===== config.mk =====
export PLATFORM = sky130hd
export DESIGN_NAME = johnson_phase_monitor
export DESIGN_NICKNAME = d
export VERILOG_FILES = /design/src/rtl/johnson_phase_monitor.sv
export SDC_FILE = /design/constraint.sdc
export NUM_CORES = 1
export LEC_CHECK = 0
export BUFFER_PORTS_ARGS = -buffer_cell sky130_fd_sc_hd__buf_2
export CORE_MARGIN = 1.5
export CORE_UTILIZATION = 50
export DETAILED_ROUTE_END_ITERATION = 16
export GPL_ROUTABILITY_DRIVEN = 1
export PLACE_DENSITY = 0.74
export SYNTH_ARGS = -nofsm -noshare
export SYNTH_HDL_FRONTEND = slang
export SYNTH_SLANG_ARGS = --single-unit

===== constraint.sdc =====
create_clock -name Clock -period 2.8 [get_ports Clock]
set_input_delay 0.28 -clock Clock [delete_from_list [all_inputs] [get_ports Clock]]
set_output_delay 0.28 -clock Clock [all_outputs]
set_load 0.01 [all_outputs]

===== src/rtl/johnson_phase_monitor.sv =====
// Johnson-code phase monitor.
// Decodes the upstream Johnson counter into a phase index and a one-hot
// vector. It tracks legal successor steps to declare lock and latches a
// sticky error when a locked sequence breaks. It also counts completed
// revolutions while locked.
module johnson_phase_monitor #(
  parameter int WIDTH      = 4,
  parameter int LOCK_COUNT = 4,
  parameter int REV_W      = 8
) (
  input  logic                          Clock,
  input  logic                          Reset_n,
  input  logic [WIDTH-1:0]              Count_in,
  input  logic                          Clear_err,
  output logic [$clog2(2*WIDTH)-1:0]    Phase_out,
  output logic [2*WIDTH-1:0]            Phase_onehot,
  output logic                          Phase_valid,
  output logic                          Locked,
  output logic                          Error,
  output logic [REV_W-1:0]              Rev_count,
  output logic                          Rev_tick
);

  localparam int NPH   = 2 * WIDTH;
  localparam int PH_W  = $clog2(NPH);
  localparam int RUN_W = $clog2(LOCK_COUNT + 1);

  typedef enum logic [1:0] {
    S_SEARCH = 2'd0,
    S_TRACK  = 2'd1,
    S_LOCKED = 2'd2,
    S_FAULT  = 2'd3
  } state_t;

  // Returns {legal, phase}. The code is legal when its ones are packed
  // from the LSB (phase = count of ones), or when its zeros are packed
  // from the LSB (phase = N + count of zeros).
  function automatic logic [PH_W:0] decode_johnson(input logic [WIDTH-1:0] code);
    logic [PH_W:0] res;
    res = '0;
    for (int k = 0; k <= WIDTH; k++) begin
      if (code == WIDTH'((1 << k) - 1))
        res = {1'b1, PH_W'(k)};
    end
    for (int k = 1; k < WIDTH; k++) begin
      if (code == WIDTH'(~((1 << k) - 1)))
        res = {1'b1, PH_W'(WIDTH + k)};
    end
    return res;
  endfunction

  state_t            state, state_nxt;
  logic [RUN_W-1:0]  run, run_nxt;
  logic [PH_W-1:0]   phase_p1;
  logic              vld_p1;
  logic              dec_legal;
  logic [PH_W-1:0]   dec_phase;
  logic [PH_W-1:0]   succ_phase;
  logic              is_hold;
  logic              is_step;
  logic              seq_fault;
  logic              rev_hit;

  assign {dec_legal, dec_phase} = decode_johnson(Count_in);

  // Successor of the last legal phase, wrapping 2N-1 -> 0.
  assign succ_phase = (phase_p1 == PH_W'(NPH - 1)) ? '0 : phase_p1 + PH_W'(1);
  assign is_hold    = dec_legal && (dec_phase == phase_p1);
  assign is_step    = dec_legal && (dec_phase == succ_phase);
  assign seq_fault  = (state == S_LOCKED) && !(is_step || is_hold);
  assign rev_hit    = (state == S_LOCKED) && is_step && (phase_p1 == PH_W'(NPH - 1));

  // FSM state and consecutive-step run counter.
  always_ff @(posedge Clock or negedge Reset_n) begin
    if (!Reset_n) begin
      state <= S_SEARCH;
      run   <= '0;
    end else begin
      state <= state_nxt;
      run   <= run_nxt;
    end
  end

  // Next-state logic: build up a run of STEPs to lock, and trip on any
  // break once locked.
  always_comb begin
    state_nxt = state;
    run_nxt   = run;
    case (state)
      S_SEARCH: begin
        if (dec_legal) begin
          state_nxt = S_TRACK;
          run_nxt   = '0;
        end
      end
      S_TRACK: begin
        if (is_step) begin
          run_nxt = run + RUN_W'(1);
          if (run_nxt == RUN_W'(LOCK_COUNT))
            state_nxt = S_LOCKED;
        end else if (!is_hold) begin
          state_nxt = S_SEARCH;
        end
      end
      S_LOCKED: begin
        if (seq_fault)
          state_nxt = S_FAULT;
      end
      S_FAULT: begin
        if (Clear_err)
          state_nxt = S_SEARCH;
      end
      default: state_nxt = S_SEARCH;
    endcase
  end

  // FSM-derived outputs: lock indication and the one-hot phase view.
  always_comb begin
    Locked       = (state == S_LOCKED);
    Phase_onehot = '0;
    if (vld_p1)
      Phase_onehot[phase_p1] = 1'b1;
  end

  // Decode register: an illegal sample keeps the last legal phase.
  always_ff @(posedge Clock or negedge Reset_n) begin
    if (!Reset_n) begin
      phase_p1 <= '0;
      vld_p1   <= 1'b0;
    end else begin
      vld_p1 <= dec_legal;
      if (dec_legal)
        phase_p1 <= dec_phase;
    end
  end

  // Sticky error: a new fault beats a simultaneous clear.
  always_ff @(posedge Clock or negedge Reset_n) begin
    if (!Reset_n)
      Error <= 1'b0;
    else if (seq_fault)
      Error <= 1'b1;
    else if (Clear_err)
      Error <= 1'b0;
  end

  // Revolution counter and tick on the locked 2N-1 -> 0 wrap.
  always_ff @(posedge Clock or negedge Reset_n) begin
    if (!Reset_n) begin
      Rev_count <= '0;
      Rev_tick  <= 1'b0;
    end else begin
      Rev_tick <= rev_hit;
      if (rev_hit)
        Rev_count <= Rev_count + REV_W'(1);
    end
  end

  assign Phase_out   = phase_p1;
  assign Phase_valid = vld_p1;

endmodule


==> reports/qor.yml <==
final_layout:
  nFillCells: 223
  layout.nets: 182
  fin_area_mm2: 0.00154
  antenna_cells_inserted: 0
  drive_gt1_frac: 0.278
  post-route-util: 0.604
  area_growth_syn_to_layout_pct: 12.1
  regArea_um2: 475
  final_cell_mix: "29 x buf_2, 19 x dfrtp_1, 14 x nor2_1, 11 x nand2_1, 8 x o21ai_0"
  final_common_cell: "buf_2"
  multi_input_area_um2: 812
place:
  portBuffers: 29
  dpl.hpwl_um: 2090
  placed_cell_area_mm2: 0.00150
  gp_congestion: 0.907
yosys:
  synthDistinctLibCells: 47
  synth_area_leaders: "dfrtp_1 35%, ha_1 4.6%, xnor2_1 4.5%"
  ys_ff_latch: 19
  yosysWarnings: 0
  ys_seq_area_frac: 0.347
  synth_top_area_frac: 0.347
  syn_area_per_cell_um2: 9.65
  synth_edf_count: 0
  syn_nets: 154
  synthesis.area_mm2: 0.00137
  synth_top_flop_cell: "dfrtp_1"
  syn_inst: 142
  async_flop_share: 1.00
  yosys.area.top_type: "dfrtp_1"
floorplanning:
  coreArea_mm2: 0.00254
  rows: 18
  die_w_um: 55.3
  ios: 30
  initial_core_util: 0.538
  die-height_um: 55.3
  dieArea_mm2: 0.00306
worst_setup_path:
  crit_chain: "ha_1 -> ha_1 -> nand2b_1 -> o21a_1 -> nor4b_4 -> and4_1 -> mux2_2"
  worstPathRequired_ns: 2.99
  crit_path_max_incr_delay_ns: 0.47
  critPathBufInv: 0
  crit_top_cell: "ha_1"
  worst_path_max_delay_cell: "dfrtp_1"
  critical_path.max_fanout: 8
  rrSetupSlack_ns: 0.26
  crit_family: "simple AND/OR/NAND/NOR gates"
  crit_type: "reg2reg"
  startpoint_type: "register"
  arrival_ns: 2.73
  crit_path_end_kind: "register"
power:
  p_sw_frac: 0.346
  share_comb_of_total_power: 0.329
  p_per_area_mw_per_mm2: 439
  power_frac_seq: 0.467
  intPower_mw: 0.441
  p_switching_mw: 0.233
  p_leak_nw: 0.767
  clkPwrFrac: 0.204
  vdd_drop_max_mv: 0.378
timing:
  skew_ns: 0.00596
  setup_violations: 0
  slew_violations: 0
  period_share: 0.906
  fmax_mhz: 394
  rsz0062_at_grt: "false"
  fin_crit_ns: 2.54
  hold_viol: 0
  slew_headroom: 0.715
  tns_ns: 0
  worstMarginPinSlew_ns: 0.426
global_routing:
  grt_pass1_wl_um: 4910
  grt_max_degree: 20
  grt_pass1_vias: 1071
  antenna_found_initial: 0
  grtUsageTotal: 0.194
  grt_overflow: 0
routing:
  dr_total_vias: 1141
  first_pass_iters: 4
  wl_per_cell_um: 13.7
  drc: 0
  vias_per_cell: 5.73
  drt_iter0_markers: 50
  routed_wl_um: 2720
  drtAntennaViolNets: 0
clocking:
  clockBufferDepth: 2
  cts_resized: 0
  cts_sinks: 19
  cts_tree: "yes"
  path_clk_slew_ns: 0.11
  insertion_delay_ns: 0.30
  htreeDepth: 1
  cts-root-buf: "clkbuf_4"
  cts_made_buffers: 3
  postCtsSetupBuffers: 0
flow_run:
  drv_cap: 0
hold_path:
  hold_path_class: "in2reg"
outcome:
  status: "complete, no violations"
kinds of logic after synthesis:
logic type,count (synthesis),share of synthesized area
buffers and inverters,13,0.0603
XOR/XNOR,11,0.0758
AO/OA/AOI/OAI,30,0.157
flip-flops,19,0.347
AND/OR/NAND/NOR,59,0.258
multiplexers,5,0.0557
adder cells (fa/ha/maj),5,0.0457
power by group through the flow:
stage               sequential, mW  clock, mW  combinational, mW
finish                       0.315      0.138              0.222
global route                 0.319      0.156              0.249
CTS                          0.314      0.143              0.223
detailed placement           0.319          0              0.222
global placement             0.319          0              0.213
floorplan                    0.320          0              0.161
synthesized netlist by cell type (2+ instances only):
cell type and n:
xor2_1 3, nand3_2 2, mux2i_1 2, nor2_1 14, and3_1 2, xnor2_1 7
buf_6 4, a21oi_1 4, mux4_2 2, inv_1 4, nor3b_1 3, dfrtp_1 19
clkbuf_1 4, a211o_1 3, nand2b_1 4, nand4_1 2, a31oi_1 4, o21ai_0 8
ha_1 5, nand3_1 2, nand2_1 11, nor3_1 5, and2_1 2, nor2b_1 3
flip-flops by register name (all words and copies together) (netlist names), named ones only:
name and flops:
Rev_count 8, Phase_out 3, run 3, Error 1
Phase_valid 1, Rev_tick 1, state 1
layout make-up:
class / count / share of cell area
timing repair buffer: 32 / 0.111
tap: 30 / 0.0244
clock buffer: 4 / 0.0171
inverter: 4 / 0.00977
sequential: 19 / 0.309
multi-input combinational: 110 / 0.529
worst register-to-register path, stage by stage, from the launching register on:
cell and delay (ns):
dfrtp_1 0.47, ha_1 0.25, ha_1 0.21, nand2b_1 0.17, o21a_1 0.14, nor4b_4 0.34, and4_1 0.47, mux2_2 0.38
metal layers:
metal | global-route usage | vias to the layer above | share of wire
met1 | 0.275 | 550 | 0.48
met4 | 0.0279 | 0 | 0
met2 | 0.308 | 29 | 0.48
li1 | - | 562 | -
met3 | 0.0492 | 0 | 0.040
met5 | 0 | - | 0
path summary, 6_finish.rpt:
kind                            cells past startpoint            to         start
min in group asynchronous                           2        run[2]       Reset_n
worst min-delay path                                2      register     Clear_err
worst min register to register                      1  Rev_count[7]  Rev_count[7]
worst max register to register                      7  Rev_count[1]  Phase_out[0]
worst max-delay path                                7  Rev_count[1]  Phase_out[0]
max in group asynchronous                           2  Rev_count[3]       Reset_n
what timing repair did:
| item | in CTS | in global routing |
|---|---|---|
| hold buffers | 1 | 0 |
| endpoints found under the setup margin | 0 | 0 |
| hold endpoints to repair | 19 | 0 |
through the flow:
stage,total power [mW],instances,hold slack [ns],setup WS (ns)
after floorplan,0.482,142,-0.0156,0.532
after global placement,0.531,194,0.235,0.395
after detailed placement,0.541,194,0.242,0.275
after CTS,0.681,199,0.175,0.252
after global routing,0.724,199,0.184,0.126
final,0.674,199,0.183,0.262
No activity file was read; power rests on OpenSTA's default activity.
